`config.mk`:
```
export PLATFORM = sky130hd
export DESIGN_NAME = board_mode_controller_flat
export DESIGN_NICKNAME = d
export VERILOG_FILES = /design/src/rtl/board_mode_controller_if.sv /design/src/rtl/board_mode_controller.sv /design/src/flat_wrapper.sv
export SDC_FILE = /design/constraint.sdc
export NUM_CORES = 1
export LEC_CHECK = 0
export ABC_CLOCK_PERIOD_IN_PS = 5000
export CORE_ASPECT_RATIO = 1.5
export CORE_UTILIZATION = 55
export DETAILED_ROUTE_END_ITERATION = 10
export HOLD_SLACK_MARGIN = 0.12
export PLACE_DENSITY = 0.87
export REMOVE_ABC_BUFFERS = 1
export SYNTH_ARGS = -nofsm -noshare
export SYNTH_HDL_FRONTEND = slang
export SYNTH_SLANG_ARGS = --single-unit
```
`constraint.sdc`:
```
create_clock -name clk_i -period 5 [get_ports clk_i]
set_clock_uncertainty 0.2 [all_clocks]
set_input_delay 1 -clock clk_i [delete_from_list [all_inputs] [get_ports clk_i]]
set_output_delay 1 -clock clk_i [all_outputs]
set_load 0.03 [all_outputs]
```
`src/rtl/board_mode_controller_if.sv`:
```
// Front-panel signal bundle between the board I/O / supervisor side and board_mode_controller.
// The controller attaches to the slave modport; the board/supervisor side attaches to master.
interface board_mode_controller_if;
  logic [3:0] sw_i;
  logic       btn_sel_i;
  logic       busy_i;
  logic [3:0] mode_o;
  logic       mode_change_o;
  logic       pending_o;
  logic [2:0] sel_idx_o;
  logic [3:0] npu_ram_w_line_o;
  logic [2:0] led0_rgb_o;
  logic [2:0] led1_rgb_o;
  logic [2:0] led2_rgb_o;
  logic [2:0] led3_rgb_o;

  modport master (
    output sw_i, btn_sel_i, busy_i,
    input  mode_o, mode_change_o, pending_o, sel_idx_o, npu_ram_w_line_o,
    input  led0_rgb_o, led1_rgb_o, led2_rgb_o, led3_rgb_o
  );

  modport slave (
    input  sw_i, btn_sel_i, busy_i,
    output mode_o, mode_change_o, pending_o, sel_idx_o, npu_ram_w_line_o,
    output led0_rgb_o, led1_rgb_o, led2_rgb_o, led3_rgb_o
  );
endinterface

```
`src/rtl/board_mode_controller.sv`:
```
// Debounces the panel switches/button, commits a one-hot mode once the supervisor is idle,
// steps the NPU RAM write-line selection and drives the RGB status LEDs.
module board_mode_controller #(
  parameter int         DEBOUNCE_CYCLES = 1000000,
  parameter int         CNT_W           = 20,
  parameter logic [3:0] LINE_IMG        = 4'd1,
  parameter logic [3:0] LINE_FLT_C1     = 4'd2,
  parameter logic [3:0] LINE_FLT_C3     = 4'd3,
  parameter logic [3:0] LINE_WGT_C5     = 4'd4
) (
  input  logic                    clk_i,
  input  logic                    rst_i,
  board_mode_controller_if.slave  bus
);

  localparam int               NSIG    = 5;
  localparam logic [CNT_W-1:0] DB_LAST = CNT_W'(DEBOUNCE_CYCLES - 1);

  typedef enum logic {S_STABLE, S_WAIT} state_t;

  logic [NSIG-1:0] raw;
  logic [NSIG-1:0] sync1_reg;
  logic [NSIG-1:0] sync2_reg;
  logic [NSIG-1:0] db_level;

  assign raw = {bus.btn_sel_i, bus.sw_i};

  always_ff @(posedge clk_i or posedge rst_i) begin
    if (rst_i) begin
      sync1_reg <= '0;
      sync2_reg <= '0;
    end else begin
      sync1_reg <= raw;
      sync2_reg <= sync1_reg;
    end
  end

  // One counter per input: the level only flips after DEBOUNCE_CYCLES consecutive disagreeing samples.
  genvar gi;
  generate
    for (gi = 0; gi < NSIG; gi++) begin : g_db
      logic [CNT_W-1:0] cnt_reg;
      logic             level_reg;

      always_ff @(posedge clk_i or posedge rst_i) begin
        if (rst_i) begin
          cnt_reg   <= '0;
          level_reg <= 1'b0;
        end else if (sync2_reg[gi] == level_reg) begin
          cnt_reg <= '0;
        end else if (cnt_reg == DB_LAST) begin
          cnt_reg   <= '0;
          level_reg <= sync2_reg[gi];
        end else begin
          cnt_reg <= cnt_reg + 1'b1;
        end
      end

      assign db_level[gi] = level_reg;
    end
  endgenerate

  logic [3:0] sw_db;
  logic       btn_db;
  logic [3:0] req;

  assign sw_db  = db_level[3:0];
  assign btn_db = db_level[4];

  always_comb begin
    req = 4'b0000;
    if (sw_db[3])      req = 4'b1000;
    else if (sw_db[2]) req = 4'b0100;
    else if (sw_db[1]) req = 4'b0010;
    else if (sw_db[0]) req = 4'b0001;
  end

  state_t     state_reg, state_next;
  logic [3:0] mode_reg, mode_next;
  logic       change_reg, change_next;

  always_ff @(posedge clk_i or posedge rst_i) begin
    if (rst_i) begin
      state_reg  <= S_STABLE;
      mode_reg   <= 4'b0000;
      change_reg <= 1'b0;
    end else begin
      state_reg  <= state_next;
      mode_reg   <= mode_next;
      change_reg <= change_next;
    end
  end

  // The target is never latched: S_WAIT compares against the live req, so the last request wins.
  always_comb begin
    state_next  = state_reg;
    mode_next   = mode_reg;
    change_next = 1'b0;
    case (state_reg)
      S_STABLE: begin
        if (req != mode_reg) begin
          if (!bus.busy_i) begin
            mode_next   = req;
            change_next = 1'b1;
          end else begin
            state_next = S_WAIT;
          end
        end
      end
      S_WAIT: begin
        if (req == mode_reg) begin
          state_next = S_STABLE;
        end else if (!bus.busy_i) begin
          mode_next   = req;
          change_next = 1'b1;
          state_next  = S_STABLE;
        end
      end
      default: state_next = S_STABLE;
    endcase
  end

  logic       pending;
  logic       btn_prev_reg;
  logic [2:0] sel_reg, sel_next;

  assign pending = (state_reg == S_WAIT);

  // Uses mode_reg (not mode_next), so an edge coinciding with a mode commit sees the old mode.
  always_comb begin
    sel_next = sel_reg;
    if (btn_db && !btn_prev_reg && mode_reg[0] && !bus.busy_i)
      sel_next = (sel_reg == 3'd4) ? 3'd0 : sel_reg + 3'd1;
  end

  always_ff @(posedge clk_i or posedge rst_i) begin
    if (rst_i) begin
      btn_prev_reg <= 1'b0;
      sel_reg      <= 3'd0;
    end else begin
      btn_prev_reg <= btn_db;
      sel_reg      <= sel_next;
    end
  end

  logic [CNT_W-1:0] blink_cnt_reg;
  logic             blink;

  always_ff @(posedge clk_i or posedge rst_i) begin
    if (rst_i) blink_cnt_reg <= '0;
    else       blink_cnt_reg <= blink_cnt_reg + 1'b1;
  end

  assign blink = blink_cnt_reg[CNT_W-1];

  logic [3:0]      line_reg, line_next;
  logic [3:0][2:0] led_full;
  logic [3:0][2:0] led_reg, led_next;

  always_comb begin
    line_next = 4'd0;
    if (mode_reg[0]) begin
      case (sel_reg)
        3'd1:    line_next = LINE_IMG;
        3'd2:    line_next = LINE_FLT_C1;
        3'd3:    line_next = LINE_FLT_C3;
        3'd4:    line_next = LINE_WGT_C5;
        default: line_next = 4'd0;
      endcase
    end
  end

  // led_full is what each LED shows when its mode is active; the requested one blinks that colour.
  always_comb begin
    led_full = '0;
    case (sel_reg)
      3'd1:    led_full[0] = 3'b010;
      3'd2:    led_full[0] = 3'b001;
      3'd3:    led_full[0] = 3'b011;
      3'd4:    led_full[0] = 3'b100;
      default: led_full[0] = 3'b111;
    endcase
    led_full[1] = 3'b111;
    led_full[2] = 3'b111;
    led_full[3] = 3'b111;
  end

  generate
    for (gi = 0; gi < 4; gi++) begin : g_led
      always_comb begin
        led_next[gi] = 3'b000;
        if (pending && req[gi])
          led_next[gi] = blink ? led_full[gi] : 3'b000;
        else if (mode_reg[gi])
          led_next[gi] = led_full[gi];
      end
    end
  endgenerate

  always_ff @(posedge clk_i or posedge rst_i) begin
    if (rst_i) begin
      line_reg <= 4'd0;
      led_reg  <= '0;
    end else begin
      line_reg <= line_next;
      led_reg  <= led_next;
    end
  end

  assign bus.mode_o           = mode_reg;
  assign bus.mode_change_o    = change_reg;
  assign bus.pending_o        = pending;
  assign bus.sel_idx_o        = sel_reg;
  assign bus.npu_ram_w_line_o = line_reg;
  assign bus.led0_rgb_o       = led_reg[0];
  assign bus.led1_rgb_o       = led_reg[1];
  assign bus.led2_rgb_o       = led_reg[2];
  assign bus.led3_rgb_o       = led_reg[3];

endmodule

```
`src/flat_wrapper.sv`:
```
// flat-port wrapper written by rule: the top's interface ports become plain ports
module board_mode_controller_flat 
#(
  parameter int         DEBOUNCE_CYCLES = 1000000,
  parameter int         CNT_W           = 20,
  parameter logic [3:0] LINE_IMG        = 4'd1,
  parameter logic [3:0] LINE_FLT_C1     = 4'd2,
  parameter logic [3:0] LINE_FLT_C3     = 4'd3,
  parameter logic [3:0] LINE_WGT_C5     = 4'd4
)
  (clk_i, rst_i, bus_sw_i, bus_btn_sel_i, bus_busy_i, bus_mode_o, bus_mode_change_o, bus_pending_o, bus_sel_idx_o, bus_npu_ram_w_line_o, bus_led0_rgb_o, bus_led1_rgb_o, bus_led2_rgb_o, bus_led3_rgb_o);
  board_mode_controller_if bus_i ();
  input  logic clk_i;
  input  logic rst_i;
  input wire logic [$bits(bus_i.sw_i)-1:0] bus_sw_i;
  input wire logic [$bits(bus_i.btn_sel_i)-1:0] bus_btn_sel_i;
  input wire logic [$bits(bus_i.busy_i)-1:0] bus_busy_i;
  output wire logic [$bits(bus_i.mode_o)-1:0] bus_mode_o;
  output wire logic [$bits(bus_i.mode_change_o)-1:0] bus_mode_change_o;
  output wire logic [$bits(bus_i.pending_o)-1:0] bus_pending_o;
  output wire logic [$bits(bus_i.sel_idx_o)-1:0] bus_sel_idx_o;
  output wire logic [$bits(bus_i.npu_ram_w_line_o)-1:0] bus_npu_ram_w_line_o;
  output wire logic [$bits(bus_i.led0_rgb_o)-1:0] bus_led0_rgb_o;
  output wire logic [$bits(bus_i.led1_rgb_o)-1:0] bus_led1_rgb_o;
  output wire logic [$bits(bus_i.led2_rgb_o)-1:0] bus_led2_rgb_o;
  output wire logic [$bits(bus_i.led3_rgb_o)-1:0] bus_led3_rgb_o;
  assign bus_i.sw_i = bus_sw_i;
  assign bus_i.btn_sel_i = bus_btn_sel_i;
  assign bus_i.busy_i = bus_busy_i;
  assign bus_mode_o = bus_i.mode_o;
  assign bus_mode_change_o = bus_i.mode_change_o;
  assign bus_pending_o = bus_i.pending_o;
  assign bus_sel_idx_o = bus_i.sel_idx_o;
  assign bus_npu_ram_w_line_o = bus_i.npu_ram_w_line_o;
  assign bus_led0_rgb_o = bus_i.led0_rgb_o;
  assign bus_led1_rgb_o = bus_i.led1_rgb_o;
  assign bus_led2_rgb_o = bus_i.led2_rgb_o;
  assign bus_led3_rgb_o = bus_i.led3_rgb_o;
  board_mode_controller #(.DEBOUNCE_CYCLES(DEBOUNCE_CYCLES), .CNT_W(CNT_W), .LINE_IMG(LINE_IMG), .LINE_FLT_C1(LINE_FLT_C1), .LINE_FLT_C3(LINE_FLT_C3), .LINE_WGT_C5(LINE_WGT_C5)) u_core (.clk_i(clk_i), .rst_i(rst_i), .bus(bus_i));
endmodule
```
Word-level counts from Yosys, hierarchy flattened
Cells that the tools add are included.
{"block": "classes", "n_addsub": 7, "n_eq_ne": 18, "muxes": 40, "bitwise": 6, "reduce_logical": 15}
{"operator": "2-to-1 mux 20 bit", "count": 10}
{"operator": "adder 20 x 1 -> 20 bit (second input constant)", "count": 6}
{"operator": "== test 20 bit (second input constant)", "count": 5}
{"operator": "2-to-1 mux 3 bit", "count": 11}
{"operator": "2-to-1 mux 4 bit", "count": 7}
{"operator": "one-hot mux 3 bit (4 select lines)", "count": 2}
{"operator": "AND reduction 2 bit", "count": 6}
{"operator": "one-hot mux 4 bit (2 select lines)", "count": 1}
{"operator": "logical AND 1 bit", "count": 7}
{"operator": "2-to-1 mux 1 bit", "count": 7}
{"operator": "== test 3 x 2 -> 1 bit (second input constant)", "count": 2}
{"operator": "NOT 1 bit", "count": 6}
{"operator": "== test 1 bit", "count": 5}
{"operator": "== test 4 bit", "count": 1}
{"operator": "!= test 4 bit", "count": 1}
{"operator": "one-hot mux 1 bit (2 select lines)", "count": 2}
{"operator": "adder 3 x 1 -> 3 bit (second input constant)", "count": 1}
{"operator": "== test 3 x 1 -> 1 bit (second input constant)", "count": 1}
{"operator": "== test 3 bit (second input constant)", "count": 1}
{"operator": "logical NOT 1 bit", "count": 2}
{"operator": "!= test 2 x 1 -> 1 bit (second input constant)", "count": 1}
{"operator": "!= test 2 bit (second input constant)", "count": 1}
{"block": "word_totals", "regBits": 161, "out_inout_bits": 25, "elab_cells": 109}

Logic depth before layout (Yosys ltp)
Gate-level depths: netlist of run 1.
{"block": "depth", "ltp_word": 7, "ltp_mapped": 6, "ltp_nobuf": 6}

Worst setup path after synthesis of run 1
OpenSTA, ideal clock, no wires.
{"block": "synth_path", "kind": "flip-flop to flip-flop", "startpoint": "register u_core.g_db[3].cnt_reg[0]", "endpoint": "register u_core.g_db[3].cnt_reg[10]", "setup_ns": 0.121, "arrival_ns": 1.771, "slack_ns": 2.908, "path_stages_with_launch": 7, "path_buffers": 1, "synth_period_minus_slack_ns": 2.092, "cell_sequence": "dfrtp_1 ha_1 nand2_1 or3_1 o31ai_4 buf_2 nor2_1"}
{"block": "synth_via", "elab_chain_len": 3}
{"element": "start, declared", "line": "board_mode_controller.sv:42", "rtl": "logic [CNT_W-1:0] cnt_reg;"}
{"element": "start signal, assigned", "line": "board_mode_controller.sv:55", "rtl": "cnt_reg <= cnt_reg + 1'b1;"}
{"element": "adder 20 x 1 -> 20 bit or == test 20 bit (tied branches)", "line": "board_mode_controller.sv:55, board_mode_controller.sv:51"}
{"element": "2-to-1 mux 20 bit *", "line": "board_mode_controller.sv:51", "rtl": "end else if (cnt_reg == DB_LAST) begin"}
{"element": "2-to-1 mux 20 bit *", "line": "board_mode_controller.sv:49", "rtl": "end else if (sync2_reg[gi] == level_reg) begin"}
Mark *: on every way between the ends. The rest lies on a longest branch, timed or not.
A chain may end at the register's enable or synchronous reset.

Final worst setup path of run 1
{"block": "layout_path", "startpoint": "register u_core.g_db[2].cnt_reg[13]", "endpoint": "register u_core.g_db[2].cnt_reg[10]"}
{"block": "layout_via", "elab_chain_len": 3}
{"element": "start, declared", "line": "board_mode_controller.sv:42"}
{"element": "start signal, assigned", "line": "board_mode_controller.sv:55"}
{"element": "== test 20 bit", "line": "board_mode_controller.sv:51"}
{"element": "2-to-1 mux 20 bit", "line": "board_mode_controller.sv:51"}
{"element": "2-to-1 mux 20 bit", "line": "board_mode_controller.sv:49"}
No other way between the ends.

==> results of run 1 <==
-- cell type report --
cell class / count / area (um2)
clock buffer: 19 / 443
fill: 943 / 4600
inverter: 29 / 114
timing repair buffer: 38 / 363
clock inverter: 12 / 174
sequential: 154 / 3850
tap: 159 / 199
multi-input combinational: 509 / 3210
-- kinds of logic after synthesis --
kind of cell / synth area share
compound gates: 0.0645
other cells: 0.000515
flops: 0.530
buf+inv: 0.0322
xor+xnor: 0.106
simple gates: 0.233
fa+ha+maj: 0.0189
mux: 0.0155
-- power groups by stage --
stage	Combinational [uW]	Sequential (uW)	Clock, uW
3_3_place_gp	70.9	1290	0
3_5_place_dp	72.3	1300	0
2_1_floorplan	46.5	1290	0
5_1_grt	83.2	1280	1410
4_1_cts	74.0	1270	1360
6_report	71.8	1270	1340
-- cell usage in the layout, fill, tap and decap left out, types with 2 or more instances in the layout --
cell	synthesis	final
dfrtp_1	154	154
nor2_1	91	91
xnor2_1	62	62
nand3_1	50	50
nand2_1	49	49
a21oi_1	31	31
clkdlybuf4s50_1	0	31
inv_1	29	28
xor2_1	26	26
nor3_1	21	21
o21ai_0	21	21
nor4_1	21	21
or3_1	20	20
nand4_1	19	19
clkbuf_16	0	17
or4_1	14	14
o31ai_1	14	11
ha_1	11	11
mux2_2	10	10
and3_1	8	8
buf_4	7	7
and4_1	5	5
clkinv_2	0	4
bufinv_16	0	4
and2_1	3	3
o31ai_2	0	3
or4b_1	3	3
nor4b_1	3	3
clkinv_4	0	3
nand4_2	2	2
o41ai_1	3	2
or4_4	2	2
-- stage by stage --
stage | setup WS [ns] | cell area (um2) | util | std cells
3_5_place_dp | 2.19 | 7740 | 0.598 | 889
5_1_grt | 1.94 | 8360 | 0.645 | 920
6_report | 2.16 | 8360 | 0.645 | 920
2_1_floorplan | -0.350 | 7150 | - | 692
4_1_cts | 2.16 | 8360 | 0.645 | 920
3_3_place_gp | 2.33 | 7740 | 0.598 | 889
-- worst max-delay path: stages (launching register included) --
cell	delay (ns)
dfrtp_1	0.43
nor4b_1	0.36
nand4b_1	0.21
o41ai_2	1.15
buf_4	0.31
nor2_1	0.06
-- synthesized netlist by cell type, types with 2 or more instances --
cell      number
clkbuf_1      10
or4_1         14
nor4b_1        3
o21ai_0       21
ha_1          11
nor3_1        21
nand3_1       50
xnor2_1       62
nand4_1       19
nor2_1        91
or4_4          2
buf_2          7
mux2_2        10
xor2_1        26
and4_1         5
or4b_1         3
nor4_1        21
and2_1         3
and3_1         8
or3_1         20
o41ai_1        3
buf_4          7
nand2_1       49
a21oi_1       31
nand4_2        2
o31ai_1       14
inv_1         29
dfrtp_1      154
-- routing by layer --
layer / up-vias / part of all wire / GRT usage
met2: 128 / 0.51 / 0.392
met3: 22 / 0.038 / 0.0671
li1: 2581 / - / -
met1: 2679 / 0.43 / 0.298
met4: 0 / 0.020 / 0.0903
met5: - / 0 / 0
-- worst max-delay path by stage --
stage	from	depth (start not counted)	end	slack, ns
floorplan	rst_i	1	u_core.blink_cnt_reg[0]$_DFF_PP0_	-0.35
detailed placement	u_core.g_db[2].cnt_reg[13]$_DFF_PP0_	5	u_core.g_db[2].cnt_reg[9]$_DFF_PP0_	2.19
global route	u_core.g_db[2].cnt_reg[13]$_DFF_PP0_	5	u_core.g_db[2].cnt_reg[9]$_DFF_PP0_	1.94
finish	u_core.g_db[2].cnt_reg[13]$_DFF_PP0_	5	u_core.g_db[2].cnt_reg[10]$_DFF_PP0_	2.16
CTS	u_core.bus.mode_o[1]$_DFFE_PP0P_	1	bus_mode_o[1]	2.16
global placement	rst_i	3	u_core.g_db[1].cnt_reg[13]$_DFF_PP0_	2.33
==> results.py, run 1 <==
metrics = {
    "worst_setup_path": {
        "critPathKind": "reg -> reg",
        "r2r.worst_path.cells": 5,
        "cp_max_fo": 13,
        "r2r-end": "u_core.g_db[2].cnt_reg[10]$_DFF_PP0_",
        "endpoint_kind": "flip-flop",
        "r2r_start": "u_core.g_db[2].cnt_reg[13]$_DFF_PP0_",
        "worstPathRequired_ns": 5.10,
        "critPathLaunchType": "flip-flop",
        "critPathArrivalTime_ns": 2.94,
        "r2r_slack_ns": 2.16,
    },
    "clocking": {
        "cts_setup_buffers": 0,
        "cts_tree": "built",
        "clock_path_buffers": 2,
        "clock_sinks": 154,
        "cts-root-buf": "clkbuf_16",
        "postCtsResizedCells": 0,
        "cts-htree-levels": 4,
        "ctsHoldBuffers": 0,
        "clock_insertion_delay_worst_skew_ns": 0.42,
        "clk_pin_slew_worst_paths_ns": 0.06,
        "numCtsBuffers": 17,
    },
    "die": {
        "dieWidth_um": 95.9,
        "die-area_um2": 13700,
        "start_util": 0.562,
        "fp.coreArea_um2": 13000,
        "ios": 33,
        "rows": 51,
        "die-height_um": 143,
    },
    "route": {
        "drt-initial-drc-count": 290,
        "vias": 5410,
        "drt-total-wl_um": 14700,
        "route.detailed.drc": 0,
        "final_antenna_net_count": 0,
        "drt_first_pass_iters": 5,
        "wl_per_cell_um": 16.0,
        "viasPerCell": 5.88,
    },
    "final_layout": {
        "final_nets": 768,
        "drive_above_1_share": 0.0867,
        "n_antenna_cell": 0,
        "largest_register_ffs": 100,
        "area_growth_pct": 14.9,
    },
    "min_path": {
        "min_from": "u_core.sync1_reg[0]$_DFF_PP0_",
        "worst_hold_path.endpoint": "u_core.sync2_reg[0]$_DFF_PP0_",
        "holdPathStages": 0,
        "hp-class": "reg -> reg",
    },
    "synth": {
        "synth_area_um2": 7280,
        "synth_ff_type": "dfrtp_1",
        "netlist_top_cells_area": "dfrtp_1 (53%), xnor2_1 (7.5%), nor2_1 (4.7%)",
        "yosys.area.top_type": "dfrtp_1",
        "syn_inst": 716,
        "synth_warnings": 0,
        "async_flop_share": 1.00,
        "ys_types": 48,
        "synth_seq_cells": 154,
        "avgSynthCellArea_um2": 10.2,
        "synth_edf_count": 0,
        "synth_seq_area_share": 0.530,
        "synth_top_cell_area_share": 0.530,
    },
    "power": {
        "p_int_uw": 2130,
        "p_sw_uw": 560,
        "fin_total_pwr_uw": 2690,
        "sequentialPowerShare": 0.474,
        "clkPwrFrac": 0.499,
        "p_leak_uw": 0.00338,
        "p_comb_frac": 0.027,
        "power_density_nw_per_um2": 321,
        "switching_share": 0.209,
        "irDropWorstVdd_uv": 215,
    },
    "sta": {
        "maxSlewHeadroom": 0.153,
        "rsz0062_at_grt": "no",
        "setup_violations": 0,
        "setup_tns_ns": 0,
        "holdWs_ns": 0.153,
        "period_needed_ns": 2.84,
        "fmax_mhz": 352,
        "worst_pin_slew_ns": 1.26,
        "hold_viol": 0,
        "final-max-slew-violation-count": 0,
        "fin_crit_sh": 0.568,
    },
    "job": {
        "drv_cap": 0,
    },
    "grt": {
        "globalRouteTotalUtil": 0.239,
        "grt_antenna_before_repair": 0,
        "grt_max_degree": 101,
        "grt_overflow_total": 0,
        "grt_pass1_vias": 5339,
        "grt_pass1_wl_um": 25000,
    },
    "placed_design": {
        "portBuffers": 31,
        "gp_congestion": 0.845,
        "dp_hpwl_um": 9220,
    },
    "run_status": {
        "outcome": "complete, no violations",
    },
}
No activity file was read; power rests on OpenSTA's default activity.
==> run 2: changes to the inputs <==
--- a/config.mk
+++ b/config.mk
@@ -5,7 +5,7 @@
 export SDC_FILE = /design/constraint.sdc
 export NUM_CORES = 1
 export LEC_CHECK = 0
-export ABC_CLOCK_PERIOD_IN_PS = 5000
+export ABC_CLOCK_PERIOD_IN_PS = 2400
 export CORE_ASPECT_RATIO = 1.5
 export CORE_UTILIZATION = 55
 export DETAILED_ROUTE_END_ITERATION = 10
==> constraint.sdc (replaced) <==
create_clock -name clk_i -period 2.4 [get_ports clk_i]
set_clock_uncertainty 0.2 [all_clocks]
set_input_delay 0.48 -clock clk_i [delete_from_list [all_inputs] [get_ports clk_i]]
set_output_delay 0.48 -clock clk_i [all_outputs]
set_load 0.03 [all_outputs]
==> run 2 against run 1 <==
Effect of this change: global-route usage fell by 0.25 points; count of clock-buffer cells in the layout fell by 2; sequential cell count unchanged; core utilization increased by 1.0 points; wire length is 1.5% lower; register-to-register slack lost 2.0 ns; critical endpoint is now bus_mode_o[3]; highest routed layer unchanged.
==> results.py, run 2 (synthesis gave the netlist of run 1 again) <==
metrics = {
    "clocking": {
        "cts_tree": "built",
        "cts-root-buf": "clkbuf_16",
        "clock_path_buffers": 2,
        "cts_setup_buffers": 0,
        "ctsHoldBuffers": 0,
        "numCtsBuffers": 17,
        "clk_pin_slew_worst_paths_ns": 0.06,
        "clock_sinks": 154,
        "cts-htree-levels": 4,
        "postCtsResizedCells": 0,
        "clock_insertion_delay_worst_skew_ns": 0.42,
    },
    "die": {
        "dieWidth_um": 95.9,
        "ios": 33,
        "start_util": 0.562,
        "die-height_um": 143,
        "fp.coreArea_um2": 13000,
        "die-area_um2": 13700,
        "rows": 51,
    },
    "final_layout": {
        "fin_cells": 932,
        "final_nets": 779,
        "final_cell_mix": "dfrtp_1 (154), nor2_1 (91), xnor2_1 (62), nand3_1 (50), nand2_1 (49)",
        "largest_register_ffs": 100,
        "area_growth_pct": 16.7,
        "n_antenna_cell": 0,
        "fin_util": 0.655,
        "final_common_cell": "dfrtp_1",
        "drive_above_1_share": 0.102,
    },
    "route": {
        "final_antenna_net_count": 0,
        "wl_per_cell_um": 15.5,
        "drt-total-wl_um": 14500,
        "vias": 5401,
        "drt-initial-drc-count": 297,
        "viasPerCell": 5.80,
        "route.detailed.drc": 0,
        "drt_first_pass_iters": 5,
    },
    "grt": {
        "globalRouteTotalUtil": 0.236,
        "grt_overflow_total": 0,
        "grt_antenna_before_repair": 0,
        "grt_max_degree": 40,
        "grt_pass1_vias": 5561,
        "grt_pass1_wl_um": 25200,
    },
    "sta": {
        "worst_pin_slew_ns": 0.608,
        "fmax_mhz": 434,
        "rsz0062_at_grt": "no",
        "setup_violations": 0,
        "holdWs_ns": 0.153,
        "fin_crit_sh": 0.959,
        "setup_tns_ns": 0,
        "hold_viol": 0,
        "maxSlewHeadroom": 0.592,
        "final-max-slew-violation-count": 0,
        "period_needed_ns": 2.30,
    },
    "placed_design": {
        "gp_congestion": 0.847,
        "placedCellCount": 900,
        "dp_hpwl_um": 9500,
        "portBuffers": 31,
    },
    "worst_setup_path": {
        "endpoint_kind": "primary output",
        "critPathLaunchType": "flip-flop",
        "critPathArrivalTime_ns": 1.62,
        "r2r-end": "u_core.g_db[4].cnt_reg[19]$_DFF_PP0_",
        "worstPathRequired_ns": 1.72,
        "slowest_stage": "clkdlybuf4s50_1",
        "r2r_slack_ns": 0.20,
        "critPathTopFamily": "buffers and inverters",
        "r2r.worst_path.cells": 4,
        "critPathMaxStageDelay_ns": 0.75,
        "path_buf_inv": 1,
        "cp_max_fo": 6,
        "r2r_start": "u_core.g_db[4].cnt_reg[10]$_DFF_PP0_",
        "critPathKind": "reg -> out",
        "crit_chain": "clkdlybuf4s50_1",
    },
    "power": {
        "power_density_nw_per_um2": 671,
        "irDropWorstVdd_uv": 513,
        "p_leak_uw": 0.00344,
    },
    "min_path": {
        "worst_hold_path.endpoint": "u_core.sync2_reg[2]$_DFF_PP0_",
        "hp-class": "reg -> reg",
        "min_from": "u_core.sync1_reg[2]$_DFF_PP0_",
        "holdPathStages": 0,
    },
    "run_status": {
        "outcome": "complete, no violations",
    },
    "job": {
        "drv_cap": 0,
    },
}
## run 2: worst max path at each step
stage,to,from,depth (start not counted)
floorplan,u_core.blink_cnt_reg[0]$_DFF_PP0_,rst_i,1
global placement,u_core.g_db[0].cnt_reg[18]$_DFF_PP0_,u_core.g_db[0].cnt_reg[0]$_DFF_PP0_,5
detailed placement,u_core.g_db[2].cnt_reg[18]$_DFF_PP0_,u_core.g_db[2].cnt_reg[0]$_DFF_PP0_,5
CTS,bus_sel_idx_o[2],u_core.bus.sel_idx_o[2]$_DFFE_PP0P_,1
global route,bus_sel_idx_o[2],u_core.bus.sel_idx_o[2]$_DFFE_PP0P_,1
finish,bus_mode_o[3],u_core.bus.mode_o[3]$_DFFE_PP0P_,1
## run 2: power breakdown
group          switching, uW  internal, uW  total (uW)  leakage, uW
Clock                   1120          1770        2890     0.000303
Combinational            107          53.1         160      0.00104
Sequential              28.9          2620        2650      0.00210
## run 2: stage by stage
step / worst slack [ns] / total power, uW / area, um2
3_3_place_gp: 0.307 / 2860 / 7850
6_report: 0.0974 / 5700 / 8490
4_1_cts: 0.0879 / 5750 / 8490
2_1_floorplan: -2.43 / 2790 / 7150
3_5_place_dp: 0.231 / 2860 / 7850
5_1_grt: 0.0409 / 5890 / 8490
## run 2: final cells by class
| type | instances | area, um2 |
|---|---|---|
| Fill cell | 972 | 4470 |
| Sequential cell | 154 | 3850 |
| Multi-Input combinational cell | 509 | 3210 |
| Timing Repair Buffer | 49 | 470 |
| Clock buffer | 17 | 425 |
| Clock inverter | 15 | 215 |
| Tap cell | 159 | 199 |
| Inverter | 29 | 114 |
## run 2: metal layers
metal / track usage / part of all wire
met1: 0.280 / 0.43
met2: 0.407 / 0.52
met3: 0.0517 / 0.030
met4: 0.102 / 0.020
met5: 0 / 0
==> run 3: changes to the inputs <==
--- a/config.mk
+++ b/config.mk
@@ -5,9 +5,10 @@
 export SDC_FILE = /design/constraint.sdc
 export NUM_CORES = 1
 export LEC_CHECK = 0
-export ABC_CLOCK_PERIOD_IN_PS = 2400
+export ABC_CLOCK_PERIOD_IN_PS = 2000
 export CORE_ASPECT_RATIO = 1.5
 export CORE_UTILIZATION = 55
+export CTS_CLUSTER_SIZE = 40
 export DETAILED_ROUTE_END_ITERATION = 10
 export HOLD_SLACK_MARGIN = 0.12
 export PLACE_DENSITY = 0.87
==> constraint.sdc (replaced) <==
create_clock -name clk_i -period 2 [get_ports clk_i]
set_clock_uncertainty 0.2 [all_clocks]
set_input_delay 0.4 -clock clk_i [delete_from_list [all_inputs] [get_ports clk_i]]
set_output_delay 0.4 -clock clk_i [all_outputs]
set_load 0.03 [all_outputs]
==> run 3 against run 2 <==
Effect of this change: the flow now finishes with violations (setup timing); sequential power is 20% higher; die area stayed put; core utilization is 7.9 points higher; register-to-register slack worse by 0.28 ns; cell area is 12% higher; final cell count is 11% higher; total power is 18% higher; sequential share of layout area is 4.8 points lower; critical path depth is 6 higher; via count is 20% higher; non-clock buffer count is 99 higher; wire length is 48% higher.
==> results.py, run 3 (synthesis gave the netlist of run 1 again) <==
metrics = {
    "run_status": {
        "outcome": "complete, but fails checks",
        "violations": "setup timing",
    },
    "die": {
        "rows": 51,
        "die-area_um2": 13700,
        "start_util": 0.562,
        "die-height_um": 143,
        "dieWidth_um": 95.9,
        "fp.coreArea_um2": 13000,
        "ios": 33,
    },
    "sta": {
        "setup_tns_ns": -1.28,
        "maxSlewHeadroom": 0.630,
        "fin_crit_sh": 1.04,
        "period_needed_ns": 2.08,
        "setup_violations": 30,
        "holdWs_ns": 0.146,
        "final-max-slew-violation-count": 0,
        "hold_viol": 0,
        "rsz0062_at_grt": "yes",
        "worst_pin_slew_ns": 0.550,
        "fmax_mhz": 481,
        "worst_slack_ns": -0.0808,
    },
    "worst_setup_path": {
        "critPathKind": "reg -> reg",
        "critPathTopFamily": "simple AND/OR/NAND/NOR gates",
        "crit_chain": "buf_4, nor4b_2, nand2_1, o31ai_4, buf_4, buf_6, a21oi_2",
        "startpoint": "u_core.g_db[4].cnt_reg[15]$_DFF_PP0_",
        "r2r_start": "u_core.g_db[4].cnt_reg[15]$_DFF_PP0_",
        "worstPathRequired_ns": 2.11,
        "cp_max_fo": 5,
        "endpoint_kind": "flip-flop",
        "cpMostUsedCell": "buf_4",
        "slowest_stage": "dfrtp_1",
        "critPathArrivalTime_ns": 2.19,
        "critPathLaunchType": "flip-flop",
        "critPathMaxStageDelay_ns": 0.43,
        "path_buf_inv": 3,
    },
    "clocking": {
        "clock_insertion_delay_worst_skew_ns": 0.44,
        "cts-htree-levels": 4,
        "clk_pin_slew_worst_paths_ns": 0.07,
        "cts-root-buf": "clkbuf_16",
        "clock_path_buffers": 2,
        "clock_sinks": 154,
        "cts_tree": "built",
        "ctsHoldBuffers": 0,
        "numCtsBuffers": 17,
    },
    "route": {
        "viasPerCell": 6.29,
        "drt_first_pass_iters": 6,
        "wl_per_cell_um": 20.8,
        "drt-total-wl_um": 21500,
        "vias": 6482,
        "final_antenna_net_count": 0,
        "route.detailed.drc": 0,
        "drt-initial-drc-count": 537,
    },
    "final_layout": {
        "final_common_cell": "dfrtp_1",
        "final_cell_mix": "dfrtp_1 (152), buf_4 (95), nor2_1 (86), xnor2_1 (62), nand2_1 (47)",
        "final_nets": 878,
        "largest_register_ffs": 100,
        "n_antenna_cell": 0,
        "area_growth_pct": 30.6,
        "fill_cells": 770,
        "drive_above_1_share": 0.260,
    },
    "min_path": {
        "hp-class": "in -> async",
    },
    "grt": {
        "globalRouteTotalUtil": 0.274,
        "grt_max_degree": 38,
        "grt_antenna_before_repair": 0,
        "grt_overflow_total": 0,
        "grt_pass1_wl_um": 28700,
        "grt_pass1_vias": 6132,
    },
    "power": {
        "p_leak_uw": 0.00413,
        "irDropWorstVdd_uv": 644,
        "power_density_nw_per_um2": 705,
        "fin_total_pwr_uw": 6700,
    },
    "placed_design": {
        "dp_hpwl_um": 10600,
        "gp_congestion": 0.825,
        "portBuffers": 31,
        "dp_slack_ns": -0.0680,
    },
    "job": {
        "drv_cap": 0,
    },
}
-- run 3: power by group --
group	switching, uW	internal [uW]
combinational	178	130
sequential	35.0	3150
clock	1450	1760
-- run 3: final timing paths --
kind | endpoint | slack (ns) | cells past startpoint
setup reg to reg | u_core.g_db[4].cnt_reg[18]$_DFF_PP0_ | -0.08 | 7
hold / removal | u_core.sync2_reg[0]$_DFF_PP0_ | 0.15 | 2
setup / recovery | u_core.g_db[4].cnt_reg[18]$_DFF_PP0_ | -0.08 | 7
hold reg to reg | u_core.sync2_reg[2]$_DFF_PP0_ | 0.16 | 0
max in group asynchronous | u_core.bus.mode_o[0]$_DFFE_PP0P_ | 0.94 | 3
min in group clk_i | u_core.sync2_reg[2]$_DFF_PP0_ | 0.16 | 0
-- run 3: worst reg2reg max path: stages, from the launching register on --
cell     delay, ns
dfrtp_1       0.43
buf_4         0.17
nor4b_2       0.37
nand2_1       0.21
o31ai_4       0.23
buf_4         0.17
buf_6         0.13
a21oi_2       0.05
-- run 3: stage by stage --
| step | util | std cells | cell area (um2) |
|---|---|---|---|
| after floorplan | - | 692 | 7150 |
| after global placement | 0.648 | 967 | 8390 |
| after detailed placement | 0.648 | 967 | 8390 |
| after CTS | 0.697 | 1006 | 9030 |
| after global routing | 0.734 | 1031 | 9510 |
| final | 0.734 | 1031 | 9510 |
-- run 3: layout make-up --
type | instances | area (um2) | area share
clock inverters | 15 | 154 | 0.0162
multi-input cells | 509 | 3450 | 0.363
repair buffers | 148 | 1310 | 0.137
flip-flops and latches | 154 | 3860 | 0.406
well taps | 159 | 199 | 0.0209
inverters | 29 | 114 | 0.0120
clock buffers | 17 | 425 | 0.0448
-- run 3: repair_timing --
| item | 4_1_cts | 5_1_grt |
|---|---|---|
| resized for setup | 35 | 65 |
| buffers inserted | 6 | 18 |
| setup endpoints to repair | 61 | 97 |
| pin swaps | 3 | 20 |
| cloned | 1 | 7 |
-- run 3: layer usage --
| metal | vias to the layer above | global-route usage | part of all wire |
|---|---|---|---|
| met5 | - | 0 | 0 |
| met4 | 0 | 0.128 | 0.051 |
| met3 | 97 | 0.0607 | 0.060 |
| met2 | 353 | 0.480 | 0.53 |
| met1 | 3239 | 0.313 | 0.36 |
| li1 | 2793 | - | - |
